[src/rtl/inst_mem_reader.sv]
// Instruction-side RAM read engine: wins the byte-wide bus, fetches a 2- or 4-byte
// little-endian instruction at the latched pc and presents it until consumed.
module inst_mem_reader #(
  parameter int XLEN    = 32,
  parameter int RAM_LAT = 1
) (
  input  logic            clk,
  input  logic            rst,
  input  logic            rdy,
  input  logic            flush,
  input  logic            stall,
  input  logic            fet_req,
  input  logic [XLEN-1:0] fet_pc,
  input  logic            bus_grant,
  input  logic [7:0]      ram_din,
  output logic            bus_req,
  output logic [XLEN-1:0] ram_a,
  output logic            mem_inst_ready,
  output logic [XLEN-1:0] mem_inst,
  output logic [XLEN-1:0] mem_inst_addr,
  output logic [1:0]      state_dbg
);

  // Handshake: mem_inst_ready is a valid that stays high (with mem_inst and
  // mem_inst_addr stable) until a cycle with stall low, which acts as ready.
  typedef enum logic [1:0] {IDLE = 2'd0, WAIT = 2'd1, READ = 2'd2, DONE = 2'd3} state_t;

  state_t          state, state_nxt;
  logic [XLEN-1:0] base, base_nxt;
  logic [XLEN-1:0] ram_a_nxt, inst_nxt, addr_nxt;
  logic [31:0]     ibuf, ibuf_nxt, ibuf_cap;
  logic [2:0]      cnt, cnt_nxt, cap_idx, last_cnt, n_bytes;
  logic            is_full, is_full_nxt, len4;
  logic            bus_req_nxt, ready_nxt;

  assign state_dbg = state;

  always_comb begin
    // Length is known from byte0 the cycle it arrives; later cycles use the stored flag.
    len4     = (cnt == 3'(RAM_LAT)) ? (ram_din[1:0] == 2'b11) : is_full;
    n_bytes  = len4 ? 3'd4 : 3'd2;
    last_cnt = len4 ? 3'(3 + RAM_LAT) : 3'(1 + RAM_LAT);
    cap_idx  = cnt - 3'(RAM_LAT);
    ibuf_cap = ibuf;
    if (cnt >= 3'(RAM_LAT)) begin
      case (cap_idx)
        3'd0:    ibuf_cap[7:0]   = ram_din;
        3'd1:    ibuf_cap[15:8]  = ram_din;
        3'd2:    ibuf_cap[23:16] = ram_din;
        3'd3:    ibuf_cap[31:24] = ram_din;
        default: ibuf_cap        = ibuf;
      endcase
    end

    state_nxt   = state;
    base_nxt    = base;
    ram_a_nxt   = ram_a;
    inst_nxt    = mem_inst;
    addr_nxt    = mem_inst_addr;
    ibuf_nxt    = ibuf;
    cnt_nxt     = cnt;
    is_full_nxt = is_full;
    bus_req_nxt = bus_req;
    ready_nxt   = mem_inst_ready;

    if (rdy) begin
      case (state)
        IDLE: begin
          if (fet_req && !flush && !mem_inst_ready) begin
            base_nxt    = fet_pc;
            bus_req_nxt = 1'b1;
            state_nxt   = WAIT;
          end
        end
        WAIT: begin
          if (flush) begin
            state_nxt   = IDLE;
            bus_req_nxt = 1'b0;
            ram_a_nxt   = '0;
          end else if (bus_grant) begin
            state_nxt = READ;
            cnt_nxt   = 3'd0;
            ram_a_nxt = base;
          end
        end
        READ: begin
          if (flush) begin
            state_nxt   = IDLE;
            bus_req_nxt = 1'b0;
            ram_a_nxt   = '0;
          end else begin
            ibuf_nxt    = ibuf_cap;
            is_full_nxt = len4;
            cnt_nxt     = cnt + 3'd1;
            if (cnt == last_cnt) begin
              state_nxt = DONE;
              ready_nxt = 1'b1;
              inst_nxt  = len4 ? XLEN'(ibuf_cap) : XLEN'(ibuf_cap[15:0]);
              addr_nxt  = base;
            end else if (cnt + 3'd1 < n_bytes) begin
              ram_a_nxt = base + XLEN'(cnt) + XLEN'(1);
            end else begin
              // Last address already issued: release the bus while the final byte lands.
              ram_a_nxt   = '0;
              bus_req_nxt = 1'b0;
            end
          end
        end
        DONE: begin
          if (flush || !stall) begin
            ready_nxt = 1'b0;
            state_nxt = IDLE;
          end
        end
        default: state_nxt = IDLE;
      endcase
    end
  end

  always_ff @(posedge clk or posedge rst) begin
    if (rst) begin
      state          <= IDLE;
      base           <= '0;
      ram_a          <= '0;
      mem_inst       <= '0;
      mem_inst_addr  <= '0;
      ibuf           <= '0;
      cnt            <= 3'd0;
      is_full        <= 1'b0;
      bus_req        <= 1'b0;
      mem_inst_ready <= 1'b0;
    end else begin
      state          <= state_nxt;
      base           <= base_nxt;
      ram_a          <= ram_a_nxt;
      mem_inst       <= inst_nxt;
      mem_inst_addr  <= addr_nxt;
      ibuf           <= ibuf_nxt;
      cnt            <= cnt_nxt;
      is_full        <= is_full_nxt;
      bus_req        <= bus_req_nxt;
      mem_inst_ready <= ready_nxt;
    end
  end

endmodule

[config.mk]
export PLATFORM = sky130hd
export DESIGN_NAME = inst_mem_reader
export DESIGN_NICKNAME = d
export VERILOG_FILES = /design/src/rtl/inst_mem_reader.sv
export SDC_FILE = /design/constraint.sdc
export NUM_CORES = 1
export LEC_CHECK = 0
export BUFFER_PORTS_ARGS = -buffer_cell sky130_fd_sc_hd__buf_2
export CORE_UTILIZATION = 50
export CTS_CLUSTER_SIZE = 16
export DETAILED_ROUTE_END_ITERATION = 6
export MAX_ROUTING_LAYER = met4
export PLACE_DENSITY_LB_ADDON = 0.05
export SKIP_CTS_REPAIR_TIMING = 1
export SLEW_MARGIN = 25
export SYNTH_ARGS = -nofsm -noshare
export SYNTH_HDL_FRONTEND = slang
export SYNTH_SLANG_ARGS = --single-unit
export TNS_END_PERCENT = 100
[constraint.sdc]
create_clock -name clk -period 16.4 [get_ports clk]
set_input_delay 2.46 -clock clk [delete_from_list [all_inputs] [get_ports clk]]
set_output_delay 2.46 -clock clk [all_outputs]
set_load 0.03 [all_outputs]
==> metrics.log <==
INFO  metric run_status = complete, no violations
INFO  metric root_buffer = sky130_fd_sc_hd__clkbuf_16
INFO  metric timing.setup.tns = 0 ps
INFO  metric dpl.hpwl = 12.6 mm
INFO  metric area_growth = 17.6%
INFO  metric initial_core_util = 51.9%
INFO  metric clock-sinks = 168
INFO  metric core_area = 15,400 um2
INFO  metric floorplan.die_area = around 17,000 um2
INFO  metric place.gp.congestion = ~0.85
INFO  metric filler_cell_count = between 1,000 and 1,500
INFO  metric critPathLaunchType = input pin
INFO  metric holdCritPathClass = flip-flop to flip-flop
INFO  metric dr_total_vias = 5,694
INFO  metric timing.final.setup_violations = 0
INFO  metric setup.worst_path.end_class = flip-flop
INFO  metric detail_route.wl_per_cell = around 17 um
INFO  metric tritoncts = done
INFO  metric port-buffer-count = 146
INFO  metric worst_ep_arrival_time = 5040 ps
INFO  metric layout_commonest_cell = sky130_fd_sc_hd__dfrtp_1
INFO  metric async_reset_ff_share = 100%
INFO  metric final_cell_mix = sky130_fd_sc_hd__dfrtp_1, sky130_fd_sc_hd__buf_2, sky130_fd_sc_hd__mux2_2
INFO  metric placed_cell_count = 1,009
INFO  metric yosysSeqAreaShare = 52.5%
INFO  metric clk_transition_reported_paths = 60 ps
INFO  metric rsz_0062_raised_after_global_routing = false
INFO  metric synth.ff_latch_count = 168
INFO  metric antenna_violations_before_repair = 0
INFO  metric achievable-frequency = 0.211 GHz
INFO  metric htreeDepth = 4
INFO  metric p_sw = 581 uW
INFO  metric cts_inserted_buffers = 17
INFO  metric syn_avg_cell_area = 11.6 um2
INFO  metric ant_nets = 0
INFO  metric yosys.cell_types.count = 56
INFO  metric finish.cell_count_without_fillers = 1,042
INFO  metric global_route_wire_length_before_repair = 29.4 mm
INFO  metric p_sw_share = 38.6%
INFO  metric synth_flop_cell = sky130_fd_sc_hd__dfrtp_1
INFO  metric sequentialPowerShare = 41.9%
INFO  metric cts.path.max_buffers = 2
INFO  metric vias_per_cell = roughly 5.5
INFO  metric measured_slew_at_the_worst_slew_check_pin = 847 ps
INFO  metric hold_viol_final = 0
INFO  metric vdd.ir_drop.worst = 0.0855 mV
INFO  metric worst_setup_path_class = input pin to flip-flop
INFO  metric max_slew_margin = between 40% and 50%
INFO  metric fin_worst_skew = 8.88 ps
INFO  metric combPwrFrac = 32.6%
INFO  metric finish.utilization = 61.1%
INFO  metric chipWidth = 129 um
INFO  metric p_int = 923 uW
INFO  metric final_period_minus_worst_setup_slack = roughly 4700 ps
INFO  metric grt.overflow.total = 0
INFO  metric detailed_router_s_first_iteration_violation_count = approximately 290
INFO  metric slew_viol_final = 0
INFO  metric critPathRequiredTime = 16,700 ps
INFO  metric grt_util_all_layers = 24.1%
INFO  metric drive_above_1_share = 36.3%
INFO  metric period_share = 28.9%
INFO  metric timing.critical_path.fanout_max = between 60 and 70
INFO  metric ys.warnings.count = 0
INFO  metric detailedRoute.firstPassIterationCount = 4
INFO  metric worst_skew_pair.late_latency = 420 ps
INFO  metric die_h = about 130 um
INFO  metric finish.net_count = 880
INFO  metric synth.cell_area = 8010 um2
INFO  metric postSynthNetCount = between 700 and 800
INFO  metric detail_route.wirelength = about 18 mm
INFO  metric post_synth_edffs = 0
INFO  metric grt_max_degree = 93
INFO  metric power_density = roughly 160 nW/um2
INFO  metric finish.instance_area = ~9400 um2
INFO  metric netlist_instances = 689
INFO  metric detail_route.drc_violations = 0
INFO  metric top_ports = ~150
INFO  metric clkPwrFrac = 25.5%
INFO  metric row_count = 45
INFO  metric drv_cap = 0
INFO  metric grt_pass1_vias = approximately 5,700
INFO  metric leakage_power = 0.00459 uW
INFO  metric placedInstanceArea = 8850 um2
state kept, by name, summed over array words and instances (netlist names):
register / count
base: 32
mem_inst_addr: 32
is_full: 1
mem_inst_ready: 1
state_dbg: 2
mem_inst: 32
cnt: 3
ibuf: 32
bus_req: 1
ram_a: 32
logic make-up (layout without fill, tap and decap cells):
family	count (synthesis)	count (layout)	synth area share (%)
xor+xnor	17	17	1.86
fa+ha+maj	16	16	2.59
other cells	0	1	0
mux	127	127	17.3
flops	168	168	52.5
simple gates	182	182	11.0
buf+inv	57	198	3.65
compound gates	122	122	11.1
Yosys cell counts (13+ instances only):
| library cell | instances | area share (%) |
|---|---|---|
| sky130_fd_sc_hd__clkbuf_1 | 13 | 0.61 |
| sky130_fd_sc_hd__ha_1 | 15 | 2.3 |
| sky130_fd_sc_hd__xnor2_1 | 16 | 1.7 |
| sky130_fd_sc_hd__a221oi_2 | 14 | 2.6 |
| sky130_fd_sc_hd__o31ai_1 | 16 | 1.5 |
| sky130_fd_sc_hd__mux2i_1 | 35 | 4.4 |
| sky130_fd_sc_hd__nand2_1 | 63 | 3.0 |
| sky130_fd_sc_hd__mux2_2 | 92 | 13 |
| sky130_fd_sc_hd__o21ai_0 | 44 | 2.7 |
| sky130_fd_sc_hd__dfrtp_1 | 168 | 52 |
| sky130_fd_sc_hd__buf_2 | 20 | 1.2 |
| sky130_fd_sc_hd__nor2_1 | 53 | 2.5 |
| sky130_fd_sc_hd__a21oi_1 | 14 | 0.87 |
per-layer routing:
layer	up-vias	share of wire (%)	track usage (%)	wire length (um)
met2	151	50	39.3	8990
li1	2719	-	-	-
met1	2807	44	29.9	7980
met3	17	5.0	4.82	911
met4	0	1.5	8.72	272
met5	-	0	-	0
final cells by class:
type	instances	area, um2	area share (%)
clock inverters	10	93.8	0.996
flip-flops and latches	168	4200	44.6
well taps	211	264	2.80
inverters	12	50.0	0.531
diodes	1	2.50	0.0266
clock buffers	22	474	5.03
multi-input cells	464	3540	37.6
repair buffers	154	795	8.43
final timing paths:
check / startpoint / end / slack, ps / depth (start not counted)
worst min register to register: mem_inst[26]$_DFFE_PP0P_ / mem_inst[26]$_DFFE_PP0P_ / 470 / 2
worst min-delay path: mem_inst[26]$_DFFE_PP0P_ / mem_inst[26]$_DFFE_PP0P_ / 470 / 2
min in group asynchronous: rst / mem_inst[23]$_DFFE_PP0P_ / 2180 / 2
worst max register to register: cnt[1]$_DFFE_PP0P_ / mem_inst_addr[4]$_DFFE_PP0P_ / 12960 / 9
max in group asynchronous: rst / cnt[0]$_DFFE_PP0P_ / 12990 / 3
worst max-delay path: ram_din[0] / mem_inst_addr[4]$_DFFE_PP0P_ / 11660 / 8
power groups by stage:
stage	sequential (uW)	clock, uW	combinational (uW)
floorplan	700	0	285
global placement	632	0	484
detailed placement	638	0	493
CTS	631	392	496
global route	646	409	539
finish	630	384	490
critical path: stages:
cell and delay [ps]:
sky130_fd_sc_hd__buf_2 180, sky130_fd_sc_hd__and4b_1 220, sky130_fd_sc_hd__a21oi_1 40, sky130_fd_sc_hd__buf_4 210, sky130_fd_sc_hd__o21ai_0 410, sky130_fd_sc_hd__or2_4 430
sky130_fd_sc_hd__buf_4 650, sky130_fd_sc_hd__mux2_2 410
metrics by stage:
| step | hold WS, ps | total power [uW] | setup WS (ps) |
|---|---|---|---|
| after global placement | 457 | 1120 | 11370 |
| after floorplan | 471 | 985 | 9390 |
| after CTS | 476 | 1520 | 11680 |
| final | 468 | 1500 | 11660 |
| after global routing | 493 | 1590 | 11400 |
| after detailed placement | 462 | 1130 | 11240 |
(Power assumes the default switching activity.)
